<file path="config.mk">
export PLATFORM = sky130hd
export DESIGN_NAME = tri_lut_mult
export DESIGN_NICKNAME = d
export VERILOG_FILES = /design/src/rtl/tri_pkg.sv /design/src/rtl/tri_quarter_rom.sv /design/src/rtl/tri_lut_mult.sv
export SDC_FILE = /design/constraint.sdc
export NUM_CORES = 1
export LEC_CHECK = 0
export CORE_MARGIN = 5
export CORE_UTILIZATION = 45
export CTS_CLUSTER_DIAMETER = 120
export DETAILED_ROUTE_END_ITERATION = 16
export SETUP_SLACK_MARGIN = 0.15
export SYNTH_ARGS = -nofsm -noshare
export SYNTH_HDL_FRONTEND = slang
export SYNTH_SLANG_ARGS = --single-unit
</file>
<file path="constraint.sdc">
create_clock -name clk -period 8 [get_ports clk]
set_input_delay 1.6 -clock clk [delete_from_list [all_inputs] [get_ports clk]]
set_output_delay 1.6 -clock clk [all_outputs]
set_load 0.01 [all_outputs]
</file>
<file path="src/rtl/tri_pkg.sv">
// Shared constants and types for the triangle LUT / multiply datapath.
// Latency: n/a (package only).
// Backpressure: n/a (package only).
package tri_pkg;

    localparam int LUT_AW    = 10;
    localparam int LUT_DW    = 16;
    localparam int COEF_W    = 14;
    localparam int PROD_W    = LUT_DW + COEF_W;
    localparam int LUT_DEPTH = 512;
    // Ramp slope: each index step adds 2^LUT_SHIFT to the table value.
    localparam int LUT_SHIFT = 6;

    localparam logic [COEF_W-1:0]        COEF_ONE = 14'h2000;
    localparam logic signed [LUT_DW-1:0] LUT_SAT  = 16'sd32767;

    typedef logic signed [LUT_DW-1:0] lut_t;
    typedef logic        [COEF_W-1:0] coef_t;
    typedef logic signed [PROD_W-1:0] prod_t;

    // Table values are never negative, so this negation cannot overflow.
    function automatic lut_t lut_negate(input lut_t value, input logic neg);
        return neg ? -value : value;
    endfunction

endpackage

</file>
<file path="src/rtl/tri_quarter_rom.sv">
// Quarter-wave triangle table: linear ramp for idx<512, saturated above.
// Latency: 0 (purely combinational).
// Backpressure: none.
module tri_quarter_rom
    import tri_pkg::*;
(
    input  logic [LUT_AW-1:0] i_index,
    output lut_t              o_value
);

    // Ramp region is idx*64; anything at or beyond the table depth saturates.
    always_comb begin
        o_value = LUT_SAT;
        if (i_index < LUT_AW'(LUT_DEPTH)) begin
            o_value = lut_t'({1'b0, i_index[LUT_AW-2:0], {LUT_SHIFT{1'b0}}});
        end
    end

endmodule

</file>
<file path="src/rtl/tri_lut_mult.sv">
// Triangle LUT lookup, optional negation, then signed x unsigned weight multiply.
// Latency: 2 clocks i_valid->o_valid (3 with TRI_LUT_MULT_PIPE_EN defined).
// Backpressure: none; fully pipelined, one sample per clock, data zeroed when invalid.
module tri_lut_mult
    import tri_pkg::*;
(
    input  logic              clk,
    input  logic              rst,
    input  logic              i_valid,
    input  logic [LUT_AW-1:0] i_index,
    input  logic              i_negate,
    input  coef_t             i_coef,
    output lut_t              o_lut,
    output logic              o_valid,
    output prod_t             o_product
);

    lut_t  w_rom_val;
    prod_t w_prod;

    logic  r_s1_vld;
    lut_t  r_lut_s;
    coef_t r_coef_s;

    logic  r_s2_vld;
    prod_t r_prod_s2;

    tri_quarter_rom u_rom (
        .i_index (i_index),
        .o_value (w_rom_val)
    );

    // Stage 1: register the signed table value and the weight; zero when idle.
    always_ff @(posedge clk) begin
        if (rst) begin
            r_s1_vld <= 1'b0;
            r_lut_s  <= '0;
            r_coef_s <= '0;
        end else begin
            r_s1_vld <= i_valid;
            r_lut_s  <= i_valid ? lut_negate(w_rom_val, i_negate) : '0;
            r_coef_s <= i_valid ? i_coef : '0;
        end
    end

    // Weight is unsigned, so it is zero-extended before the signed multiply;
    // the full-width product cannot overflow (|32767*16383| < 2^29).
    assign w_prod = prod_t'(r_lut_s) * prod_t'($signed({1'b0, r_coef_s}));

    // Stage 2: register the product alongside its valid bit.
    always_ff @(posedge clk) begin
        if (rst) begin
            r_s2_vld  <= 1'b0;
            r_prod_s2 <= '0;
        end else begin
            r_s2_vld  <= r_s1_vld;
            r_prod_s2 <= r_s1_vld ? w_prod : '0;
        end
    end

    assign o_lut = r_lut_s;

`ifdef TRI_LUT_MULT_PIPE_EN
    logic  r_s3_vld;
    prod_t r_prod_s3;

    // Stage 3: extra retiming register after the multiplier.
    always_ff @(posedge clk) begin
        if (rst) begin
            r_s3_vld  <= 1'b0;
            r_prod_s3 <= '0;
        end else begin
            r_s3_vld  <= r_s2_vld;
            r_prod_s3 <= r_s2_vld ? r_prod_s2 : '0;
        end
    end

    assign o_valid   = r_s3_vld;
    assign o_product = r_prod_s3;
`else
    assign o_valid   = r_s2_vld;
    assign o_product = r_prod_s2;
`endif

endmodule

</file>
==> results of run 1 <==
cells in the mapped netlist, types with 3 or more instances:
cell type                    n
sky130_fd_sc_hd__inv_1     228
sky130_fd_sc_hd__fa_1      208
sky130_fd_sc_hd__and2_1    114
sky130_fd_sc_hd__nand2_1    96
sky130_fd_sc_hd__ha_1       70
sky130_fd_sc_hd__dfxtp_1    58
sky130_fd_sc_hd__nor2_1     43
sky130_fd_sc_hd__clkbuf_1   32
sky130_fd_sc_hd__a21oi_1    27
sky130_fd_sc_hd__xnor2_1    18
sky130_fd_sc_hd__nor3_1     16
sky130_fd_sc_hd__o21ai_0     9
sky130_fd_sc_hd__xor2_1      9
sky130_fd_sc_hd__a21o_1      8
sky130_fd_sc_hd__a31oi_1     7
sky130_fd_sc_hd__o21a_1      6
sky130_fd_sc_hd__a21o_2      5
sky130_fd_sc_hd__buf_4       4
sky130_fd_sc_hd__nand2b_1    4
sky130_fd_sc_hd__a21boi_0    3
sky130_fd_sc_hd__and3_1      3
sky130_fd_sc_hd__mux2i_1     3
sky130_fd_sc_hd__o211ai_1    3
sky130_fd_sc_hd__o21ai_2     3
sky130_fd_sc_hd__o22a_1      3
sky130_fd_sc_hd__or4_1       3
registers in the layout, indices dropped and copies added, names as in the netlist:
register   flops
o_product     30
r_coef_s      14
o_lut         12
o_valid        1
r_s1_vld       1
metal layers:
metal,vias to the layer above,part of all wire [%]
met5,-,0
met4,0,1.7
met3,29,3.8
met2,126,54
met1,3354,41
li1,3127,-
path summary, 6_finish.rpt:
check / from / end / depth (start not counted)
setup / recovery: o_lut[5] / o_product[23] / 20
hold / removal: r_coef_s[0] / o_product[0] / 1
setup reg to reg: o_lut[5] / o_product[23] / 20
hold reg to reg: r_coef_s[0] / o_product[0] / 1
logic make-up after synthesis:
kind of cell    Yosys count  share of synthesized area, %
fa+ha+maj               278                          52.7
xor+xnor                 27                          2.47
simple gates            293                          15.4
mux                       3                         0.314
flops                    58                          12.1
buf+inv                 267                          10.7
compound gates           89                          6.30
cell type report:
type	count	share of cell area, %
Multi-Input combinational cell	690	68.5
Tap cell	275	3.19
Clock inverter	3	0.372
Inverter	228	7.94
Clock buffer	12	2.29
Sequential cell	58	10.8
Timing Repair Buffer	74	6.87
Antenna cell	1	0.0232
per-stage QoR:
| stage | hold WS [ns] | power, W |
|---|---|---|
| 2_1_floorplan | 0.465 | 0.000472 |
| 3_3_place_gp | 0.732 | 0.000557 |
| 3_5_place_dp | 0.724 | 0.000560 |
| 4_1_cts | 0.730 | 0.000956 |
| 5_1_grt | 0.756 | 0.000995 |
| 6_report | 0.721 | 0.000939 |
where the power goes:
group	internal, W	leakage (nW)	switching (W)
combinational	0.000102	4.99	0.000120
clock	0.000247	0.142	0.000143
sequential	0.000299	0.472	0.0000283
critical path, stage by stage, from the launching register on:
cell and delay (ns):
sky130_fd_sc_hd__dfxtp_1 0.87, sky130_fd_sc_hd__nand2_1 0.30, sky130_fd_sc_hd__fa_1 0.66, sky130_fd_sc_hd__inv_1 0.08
sky130_fd_sc_hd__ha_1 0.19, sky130_fd_sc_hd__fa_1 0.48, sky130_fd_sc_hd__inv_1 0.05, sky130_fd_sc_hd__fa_1 0.53
sky130_fd_sc_hd__inv_1 0.05, sky130_fd_sc_hd__fa_1 0.48, sky130_fd_sc_hd__inv_1 0.06, sky130_fd_sc_hd__fa_1 0.50
sky130_fd_sc_hd__inv_1 0.05, sky130_fd_sc_hd__ha_1 0.32, sky130_fd_sc_hd__a21oi_1 0.21, sky130_fd_sc_hd__o21ai_0 0.15
sky130_fd_sc_hd__a31oi_1 0.36, sky130_fd_sc_hd__nand4_1 0.32, sky130_fd_sc_hd__a21o_1 0.26, sky130_fd_sc_hd__a41oi_1 0.26
sky130_fd_sc_hd__mux2i_1 0.21
==> impl.org, run 1 <==
** Global route
- Wire length of the first global-routing pass :: 37.7 mm
- Antenna violations before repair :: 2
- The global routing stage identified its most utilized layer as met2.
- GR Util met3 :: 2.72%
- For met2 alone, demand over resource in global routing was 37.1%.
- GRT overflow :: 0
- Met1 demand-to-capacity share in global routing :: 24.5%
- The via count of the first global-routing pass came to 7328.
- Global router's overall resource usage :: 19.9%
- Entering global routing, the biggest net connects 26 pins.

** Drt
- Using the TritonRoute via totals, the vias-per-cell ratio works out to 4.95.
- Via count :: 6636
- The pre-antenna-repair detailed-routing pass consisted of 4 iterations.
- In this run the remaining antenna-violating nets after routing total 0.
- First DRT Iteration DRCs :: 278
- In the routed design, unresolved DRC markers number 0.
- Routed wire length :: 22.6 mm
- After detailed routing, the average wire length per cell comes to 16.8 um.

** Synthesis
- In this run, synthesis inferred 0 flip-flops with an integrated enable.
- Dominant synthesized flop cell :: sky130_fd_sc_hd__dfxtp_1
- Yosys Warn Count :: 0
- Synthesis produced a netlist whose cell count is 1015.
- Fraction of registers with async set/reset :: 0%
- Flops & latches, synth :: 58
- Averaged over all synthesized cells, the footprint is 9.43 um2.
- Sequential cell area fraction in the yosys report :: 12.1%
- Dominant cell type by area after synthesis :: sky130_fd_sc_hd__fa_1
- The number of different library cells used by synthesis comes to 47.
- Mapped Nets :: 1321
- The top cell type by area accounts for 43.5% of the synthesized area.
- Sorting the synthesized cells by area gives the leading types as sky130_fd_sc_hd__fa_1 (44%), sky130_fd_sc_hd__dfxtp_1 (12%), sky130_fd_sc_hd__ha_1 (9.2%).
- In this run the cell area of the synthesized design comes to 9570 um2.

** Clock tree
- Hold-fix buffers, CTS :: 0
- Number of clock sinks seen by CTS :: 58
- Maximum number of buffers from clock root to sink :: 2
- The number of clock buffers added by TritonCTS is 9.
- The H-tree generated during clock tree synthesis spans 3 levels.
- TritonCTS built the clock tree.
- Buffer cell driving the clock tree root :: sky130_fd_sc_hd__clkbuf_16
- The clock reaches the later pin of the worst-skew pair after 0.34 ns.
- Once the clock tree was built, the resizer swapped 0 gates to a different size.
- The number of setup buffers added after CTS is 0.
- Clk slew on worst S/H paths :: 0.06 ns

** Timing
- Slew Viols, Final :: 0
- The worst pin sits at a relative slew slack of 43.5%.
- Setup violations remaining at the end of the flow were counted as 0.
- Time the final worst path needs with I/O delays and setup :: 6.46 ns
- Post-route setup slack :: 1.54 ns
- Final Skew :: 0.0103 ns
- RSZ-0062 raised after global routing :: no
- The final-report hold violation count was 0.
- Final period util :: 80.8%
- Adding up every negative setup slack in the final design gives 0 ns.
- Worst-Margin Slew :: 0.847 ns
- Maximum clock frequency :: 155 MHz

** Finish
- Fraction of layout cells with a size suffix above 1 :: 2.54%
- Across the whole layout, storage elements account for 1160 um2.
- Compared with the post-synthesis result, the final layout area differs by 12.6%.
- Post-route cell area :: 10800 um2
- Counting the fill cells in the layout gives 2050.
- Leading cell types in the layout, fill and taps excluded :: sky130_fd_sc_hd__inv_1 (228), sky130_fd_sc_hd__fa_1 (208), sky130_fd_sc_hd__and2_1 (114)
- Non-Filler Instances :: 1341
- Final cell utilization of the core :: 51.4%
- The library cell used most frequently in the layout, excluding fill and tap cells, is sky130_fd_sc_hd__inv_1.
- Multi-input gate area :: 7390 um2
- Layout net count :: 1367

** Placed design
- Area after detailed placement :: 10500 um2
- The HPWL after detailed placement is 18.6 mm.
- Count of buffers from port buffering :: 74
- Weighted congestion reported at the end of routability-driven placement :: 0.830
- Timing analysis after detailed placement gives a worst setup slack of 1.59 ns.
- Once placement completed, the tool counted placed cells totaling 1325.

** Worst setup path
- Register-to-register setup slack :: 1.54 ns
- Class of the most critical setup path :: reg -> reg
- Data required time at the worst endpoint :: 8.27 ns
- WP data arrival :: 6.73 ns
- Largest driver fanout on the critical path :: 20
- The worst setup path is captured at a flop.
- STA classifies the critical path startpoint as a flop.

** Die
- The floorplan step set the die width to 156 um.
- I/O pins :: 75
- The die is 156 um tall.
- Number of rows in the core area :: 53
- Overall die area :: 24300 um2
- Once the floorplan was initialized, standard cells occupied 45.7% of the core.
- In this run the standard cell core region covers 21000 um2.

** Power and ir drop
- VDD sags by at most 0.0930 mV.
- The analysis attributes to cell leakage a power of 5.61 nW.
- Power spread over the standard cell area amounts to 87.1 nW/um2.

** Status
- Result of the run :: complete, no violations

** Worst hold path
- The min-delay analysis places its worst path in the category reg -> reg.

** Flow run
- Number of violations of the max-capacitance limit :: 0
Power figures use the tool's default switching activity.
==> run 2: changes to the inputs <==
==> constraint.sdc (replaced) <==
create_clock -name clk -period 6.4 [get_ports clk]
set_input_delay 1.28 -clock clk [delete_from_list [all_inputs] [get_ports clk]]
set_output_delay 1.28 -clock clk [all_outputs]
set_load 0.01 [all_outputs]
==> impl.org, run 2 (synthesis gave the netlist of run 1 again) <==
** Placed design
- HPWL reported at the end of detailed placement :: 19.7 mm
- Count of buffers from port buffering :: 74
- OpenSTA, run right after detailed placement, puts the worst setup slack at 0.0238 ns.
- Summing all placed instances gives a cell area of 10600 um2.
- Weighted congestion reported at the end of routability-driven placement :: 0.836

** Clock tree
- Number of buffers created by CTS :: 9
- The clock tree synthesis step divided the H-tree into 3 levels.
- CTS saw 58 sinks.
- Clock tree from TritonCTS :: built
- Maximum number of buffers from clock root to sink :: 2
- Buffers inserted to repair hold after CTS numbered 0.
- Clk slew on worst S/H paths :: 0.06 ns
- At the later pin of the worst-skew pair, clock insertion delay measures 0.34 ns.
- Buffer cell driving the clock tree root :: sky130_fd_sc_hd__clkbuf_16

** Power and ir drop
- The clock network is responsible for 44.4% of the overall power.
- Summed over all nets, the switching power comes to 0.000377 W.
- Max IR drop VDD :: 0.106 mV
- Sequential cells account for 32.2% of the total power.
- In this run switching power makes up 30.3% of total power.
- Static leakage :: 5.73 nW
- Power comes to 0.00124 W.
- Dividing total power by cell area gives a power density of 113 nW/um2.
- Combinational group share of total power :: 23.4%
- The internal portion of the total power is 0.000865 W.

** Worst setup path
- R2r worst-path depth :: 20
- Critical R2R Launch :: o_lut[9]
- The slowest stage of the critical path is the sky130_fd_sc_hd__dfxtp_1 cell.
- The number of buffers and inverters on the critical path is 5.
- The setup path with the least slack is of type reg -> reg.
- In this run the register-to-register setup slack is 0.42 ns.
- Capture instance of the worst register-to-register path :: o_product[28]
- The worst setup path is launched from a flop.
- For the worst setup path, the data required time is 6.68 ns.
- Largest driver fanout on the critical path :: 11
- Cells along the critical path :: buf_4 > and2_1 > fa_1 > inv_1 > fa_1 > inv_1 > fa_1 > fa_1 > fa_1 > inv_1 > fa_1 > inv_1 > ha_1 > nand2_1 > a21o_1 > or4_1 > o21ai_2 > o21ai_2 > a2111oi_2 > nand3b_1
- The cell family contributing the most delay on the critical path is adder cells.
- Counting stages on the worst path, the most repeated cell is sky130_fd_sc_hd__fa_1.
- STA classifies the critical path endpoint as a flop.
- Longest individual stage delay on the worst path :: 0.51 ns
- WP data arrival :: 6.26 ns

** Timing
- Post-route setup slack :: 0.415 ns
- Setup total negative slack on the finished layout was measured at 0 ns.
- The tightest hold path in the finished design has a slack of 0.612 ns.
- For this run, the top clock speed supported by timing is 167 MHz.
- Final setup vio count :: 0
- The worst path needs 5.98 ns of the cycle, external delays included.
- Final hold violation count :: 0
- Final period util :: 93.5%
- The count of pins over their slew limit is 0.
- Setup repair after global routing left no endpoint under its margin.
- Max transition margin :: 57.0%
- Final Skew :: 0.0101 ns
- Worst-Margin Slew :: 0.644 ns

** Finish
- Antenna diode count :: 0
- Leading cell types in the layout, fill and taps excluded :: sky130_fd_sc_hd__inv_1 (228), sky130_fd_sc_hd__fa_1 (208), sky130_fd_sc_hd__and2_1 (114)
- Leading cell type in the layout, fill and taps excluded :: sky130_fd_sc_hd__inv_1
- Of the cells placed in the final design, the portion with a size suffix greater than 1 is 5.53%.
- The finished cells cover 11000 um2.
- Relative to the synthesized area, the layout overhead comes to 14.8%.
- Number of flip-flops in the largest register :: 30
- Layout net count :: 1387

** Die
- Overall die area :: 24300 um2
- After floorplanning, the core was sized to cover 21000 um2.
- Chip height :: 156 um
- Once the floorplan was initialized, standard cells occupied 45.7% of the core.
- The die is 156 um wide.
- I/O pins :: 75
- Number of rows in the core area :: 53

** Global route
- Via count of the first global-routing pass :: 7362
- Global routing used 20.2% of the available tracks.
- The number of antenna violations at the first check in global routing came to 1.
- The total overflow left after global routing is 0.
- Wire length of the first global-routing pass :: 38.2 mm
- Maximum number of pins on one net before global-route repair :: 26

** Drt
- Vias per Instance :: 4.96
- DR DRC count :: 0
- The first TritonRoute pass finished after 5 iterations.
- Average routed wire per standard cell :: 17.0 um
- Via count :: 6749
- In this run, the number of DRC markers left after iteration 0 of detailed routing was 241.
- Routed wire length :: 23.1 mm
- Remaining antenna violation count :: 0

** Status
- The run finished with clean final reports.

** Worst hold path
- The startpoint identified for the worst hold timing path is r_coef_s[0].
- For hold timing, the worst endpoint is o_product[0].
- Hold path cells :: 1
- The min-delay analysis places its worst path in the category reg -> reg.

** Flow run
- The tool flagged a number of max-cap violations equal to 0.
-- run 2: worst max-delay path by stage --
stage	slack, ns	from	end	depth (start not counted)
final	0.42	o_lut[9]	o_product[28]	20
after global routing	0.16	r_coef_s[4]	o_product[27]	22
after CTS	0.26	r_coef_s[3]	o_product[23]	21
after detailed placement	0.02	o_lut[5]	o_product[23]	20
after global placement	0.17	o_lut[5]	o_product[26]	18
after floorplan	0.67	o_lut[15]	o_product[28]	16
-- run 2: timing repair --
| item | CTS | global route |
|---|---|---|
| pin swaps | 0 | 2 |
| gates resized for setup | 1 | 12 |
| buffers inserted | 0 | 1 |
| setup endpoints to repair | 7 | 9 |
-- run 2: worst reg2reg max path, stage by stage, from the launching register on --
cell and delay, ns:
sky130_fd_sc_hd__dfxtp_1 0.51, sky130_fd_sc_hd__buf_4 0.29, sky130_fd_sc_hd__and2_1 0.18, sky130_fd_sc_hd__fa_1 0.41
sky130_fd_sc_hd__inv_1 0.08, sky130_fd_sc_hd__fa_1 0.42, sky130_fd_sc_hd__inv_1 0.09, sky130_fd_sc_hd__fa_1 0.44
sky130_fd_sc_hd__fa_1 0.51, sky130_fd_sc_hd__fa_1 0.51, sky130_fd_sc_hd__inv_1 0.05, sky130_fd_sc_hd__fa_1 0.50
sky130_fd_sc_hd__inv_1 0.05, sky130_fd_sc_hd__ha_1 0.37, sky130_fd_sc_hd__nand2_1 0.11, sky130_fd_sc_hd__a21o_1 0.19
sky130_fd_sc_hd__or4_1 0.42, sky130_fd_sc_hd__o21ai_2 0.23, sky130_fd_sc_hd__o21ai_2 0.13, sky130_fd_sc_hd__a2111oi_2 0.30
sky130_fd_sc_hd__nand3b_1 0.15
-- run 2: layout make-up --
cell class,instances,area (um2)
clock buffer,11,253
tap,275,344
timing repair buffer,94,891
sequential,58,1180
fill,2006,9970
multi-input combinational,690,7390
inverter,228,856
clock inverter,4,75.1
-- run 2: layer usage --
metal | GRT usage (%) | routed length [um] | vias to the layer above
li1 | - | - | 3165
met1 | 26.4 | 9760 | 3419
met2 | 36.0 | 12100 | 141
met3 | 2.41 | 822 | 24
met4 | 4.67 | 377 | 0
met5 | 0 | 0 | -
-- run 2: metrics by stage --
| step | utilization [%] | instances |
|---|---|---|
| 2_1_floorplan | - | 1015 |
| 3_3_place_gp | 50.7 | 1344 |
| 3_5_place_dp | 50.7 | 1344 |
| 4_1_cts | 52.3 | 1359 |
| 5_1_grt | 52.4 | 1360 |
| 6_report | 52.4 | 1360 |
-- run 2: power groups by stage --
stage	Sequential, W	Combinational, W	Clock [W]
finish	0.000400	0.000291	0.000552
detailed placement	0.000407	0.000296	0
CTS	0.000399	0.000297	0.000562
global placement	0.000407	0.000292	0
floorplan	0.000391	0.000198	0
global route	0.000402	0.000330	0.000579
==> run 3: changes to the inputs <==
--- a/config.mk
+++ b/config.mk
@@ -6,9 +6,11 @@
 export NUM_CORES = 1
 export LEC_CHECK = 0
 export CORE_MARGIN = 5
-export CORE_UTILIZATION = 45
+export CORE_UTILIZATION = 60
 export CTS_CLUSTER_DIAMETER = 120
 export DETAILED_ROUTE_END_ITERATION = 16
+export GPL_ROUTABILITY_DRIVEN = 0
+export PLACE_DENSITY = 0.82
 export SETUP_SLACK_MARGIN = 0.15
 export SYNTH_ARGS = -nofsm -noshare
 export SYNTH_HDL_FRONTEND = slang
==> impl.org, run 3 (synthesis gave the netlist of run 1 again) <==
** Status
- Result of the run :: complete, no violations

** Finish
- Antenna diode count :: 0
- Layout net count :: 1392
- The post-route netlist has 5.22% of its cells at a drive strength greater than 1.
- Measured on the finished design, the core utilization comes to 69.0%.
- The library cells used most frequently in the layout, excluding fill and tap cells, are sky130_fd_sc_hd__inv_1 (228), sky130_fd_sc_hd__fa_1 (208), sky130_fd_sc_hd__and2_1 (114).
- Synth-to-Final Area Change :: 13.7%
- Leaving out fill and tap cells, the most frequent cell in the layout is sky130_fd_sc_hd__inv_1.
- The filler cells instantiated in the layout total 1230.
- Number of flip-flops in the largest register :: 30
- Post-route cell area :: 10900 um2

** Power and ir drop
- Pint :: 0.000778 W
- For this design the ratio of total power to cell area is 105 nW/um2.
- Net switching is 31.6% of the power.
- Max IR drop VDD :: 0.122 mV
- Combinational logic is responsible for 26.7% of the overall power.
- For this design the total switching power over the nets is 0.000360 W.
- The clock network burns 38.9% of the power.
- Static leakage :: 5.73 nW
- Post-layout power :: 0.00114 W
- In this run, flip-flops and latches consume 34.4% of the power.

** Timing
- Counting I/O delays and the setup requirement, the final critical path takes 6.12 ns.
- Setup repair after global routing could not meet its margin everywhere.
- For the final routed database, the setup TNS stands at 0 ns.
- Final setup vio count :: 0
- Final hold violation count :: 0
- Final period util :: 95.6%
- Final Skew :: 0.0102 ns
- Worst-Margin Slew :: 0.703 ns
- Worst hold-check slack :: 0.593 ns
- Static timing analysis puts the maximum clock frequency at 163 MHz.
- Slew Viols, Final :: 0
- Max transition margin :: 52.7%

** Global route
- Global router's overall resource usage :: 26.4%
- Entering global routing, the biggest net connects 26 pins.
- The number of antenna violations at the first check in global routing was 0.
- Wire length of the first global-routing pass :: 37.6 mm
- Via count of the first global-routing pass :: 7660
- GRT overflow :: 0

** Worst hold path
- In this run the worst hold path is classified as reg -> reg.

** Clock tree
- Buffer cell driving the clock tree root :: sky130_fd_sc_hd__clkbuf_16
- Clk slew on worst S/H paths :: 0.05 ns
- Maximum number of buffers from clock root to sink :: 2
- Worst-skew pair later-pin latency :: 0.34 ns
- The H-tree generated during clock tree synthesis spans 3 levels.
- In this run, CTS created clock tree buffers numbering 9.
- TritonCTS built the clock tree.
- Number of clock sinks seen by CTS :: 58

** Die
- Die extent in x :: 136 um
- Overall die area :: 18600 um2
- During I/O placement, the number of pins put on the boundary was 75.
- Number of rows in the core area :: 46
- The total area inside the core boundary comes to 15800 um2.
- Chip height :: 136 um
- Starting Density :: 60.7%

** Worst setup path
- On the critical path the largest part of the delay comes from adder cells.
- Count of buffering cells on the critical path with inverters included :: 6
- STA puts the critical path data arrival time at 6.38 ns.
- Worst path slowest cell :: sky130_fd_sc_hd__fa_1
- At the worst endpoint, the required time is 6.66 ns.
- Worst Setup End Kind :: flop
- The worst setup path is of the reg -> reg kind.
- Longest individual stage delay on the worst path :: 0.54 ns
- Cells along the critical path :: and2_1 > fa_1 > inv_1 > fa_1 > inv_1 > fa_1 > inv_1 > fa_1 > inv_1 > fa_1 > inv_1 > fa_1 > inv_1 > ha_1 > a21oi_1 > o21ai_0 > a31oi_2 > nand4_1 > a21o_1 > a41oi_1 > mux2i_1
- Element type at the critical path start :: flop
- Largest driver fanout on the critical path :: 12

** Drt
- Vias per Instance :: 5.34
- First DRT Iteration DRCs :: 496
- Detailed Routing Iterations Pass 1 :: 5
- For this run, design rule violations remaining after detail routing come to 0.
- Summing over every cut layer, the via total after detailed routing is 6977.
- The final layout contains routed wiring with a total length of 22.6 mm.
- Average routed wire per standard cell :: 17.3 um
- Once detail routing completed, the nets flagged for antenna violations numbered 0.

** Placed design
- Area after detailed placement :: 10600 um2
- The HPWL after detailed placement is 18.9 mm.
- During placement, the flow inserted port buffers numbering 74.

** Flow run
- Across the run, the number of max-cap violations was 0.
-- run 3: changes by cell type in the layout (fill, tap and decap cells not counted) --
cell / previous run / this run
sky130_fd_sc_hd__dfxtp_1: 48 / 56
sky130_fd_sc_hd__dfxtp_2: 9 / 1
sky130_fd_sc_hd__buf_4: 20 / 25
sky130_fd_sc_hd__clkinv_2: 0 / 3
sky130_fd_sc_hd__bufinv_16: 2 / 0
sky130_fd_sc_hd__clkbuf_1: 0 / 1
sky130_fd_sc_hd__clkbuf_8: 2 / 1
-- run 3: path summary, 6_finish.rpt --
| kind | start | to | slack (ns) | cells past startpoint |
|---|---|---|---|---|
| setup / recovery | r_coef_s[4] | o_product[23] | 0.28 | 21 |
| hold / removal | r_coef_s[0] | o_product[0] | 0.59 | 1 |
| setup reg to reg | r_coef_s[4] | o_product[23] | 0.28 | 21 |
| hold reg to reg | r_coef_s[0] | o_product[0] | 0.59 | 1 |
-- run 3: per-stage QoR --
step                      instances  setup WS, ns
after global placement         1288         0.334
after floorplan                1015         0.668
after detailed placement       1288         0.166
after global routing           1307       0.00154
after CTS                      1304         0.233
final                          1307         0.282
-- run 3: final cells by class --
| cell class | instances | area (um2) | area share, % |
|---|---|---|---|
| Tap cell | 216 | 270 | 2.48 |
| Clock inverter | 5 | 30.0 | 0.276 |
| Sequential cell | 58 | 1170 | 10.7 |
| Multi-Input combinational cell | 690 | 7390 | 67.9 |
| Timing Repair Buffer | 99 | 928 | 8.53 |
| Clock buffer | 11 | 243 | 2.23 |
| Inverter | 228 | 856 | 7.86 |
-- run 3: what timing repair did --
item	CTS	global route
hold buffers	0	0
endpoints found under the hold margin	0	0
setup endpoints to repair	3	10
gates resized for setup	1	4
setup buffers	0	3
pin swaps	0	2
-- run 3: worst register-to-register path, stage by stage, from the launching register on --
cell and delay (ns):
sky130_fd_sc_hd__dfxtp_1 0.44, sky130_fd_sc_hd__and2_1 0.28, sky130_fd_sc_hd__fa_1 0.53, sky130_fd_sc_hd__inv_1 0.06, sky130_fd_sc_hd__fa_1 0.47, sky130_fd_sc_hd__inv_1 0.05, sky130_fd_sc_hd__fa_1 0.51, sky130_fd_sc_hd__inv_1 0.06
sky130_fd_sc_hd__fa_1 0.54, sky130_fd_sc_hd__inv_1 0.05, sky130_fd_sc_hd__fa_1 0.48, sky130_fd_sc_hd__inv_1 0.05, sky130_fd_sc_hd__fa_1 0.48, sky130_fd_sc_hd__inv_1 0.05, sky130_fd_sc_hd__ha_1 0.32, sky130_fd_sc_hd__a21oi_1 0.20
sky130_fd_sc_hd__o21ai_0 0.17, sky130_fd_sc_hd__a31oi_2 0.32, sky130_fd_sc_hd__nand4_1 0.29, sky130_fd_sc_hd__a21o_1 0.26, sky130_fd_sc_hd__a41oi_1 0.25, sky130_fd_sc_hd__mux2i_1 0.21
-- run 3: layer usage --
layer	GRT usage, %	vias to the layer above	part of all wire (%)
met5	0	-	0
met4	9.57	0	3.8
met3	3.74	54	5.5
met2	47.1	250	53
met1	32.6	3496	38
li1	-	3177	-
-- run 3: power by group through the flow --
stage               combinational [W]  clock [W]  sequential, W
global route                 0.000341   0.000463       0.000393
finish                       0.000304   0.000442       0.000392
floorplan                    0.000198          0       0.000391
detailed placement           0.000304          0       0.000399
global placement             0.000296          0       0.000398
CTS                          0.000306   0.000448       0.000391
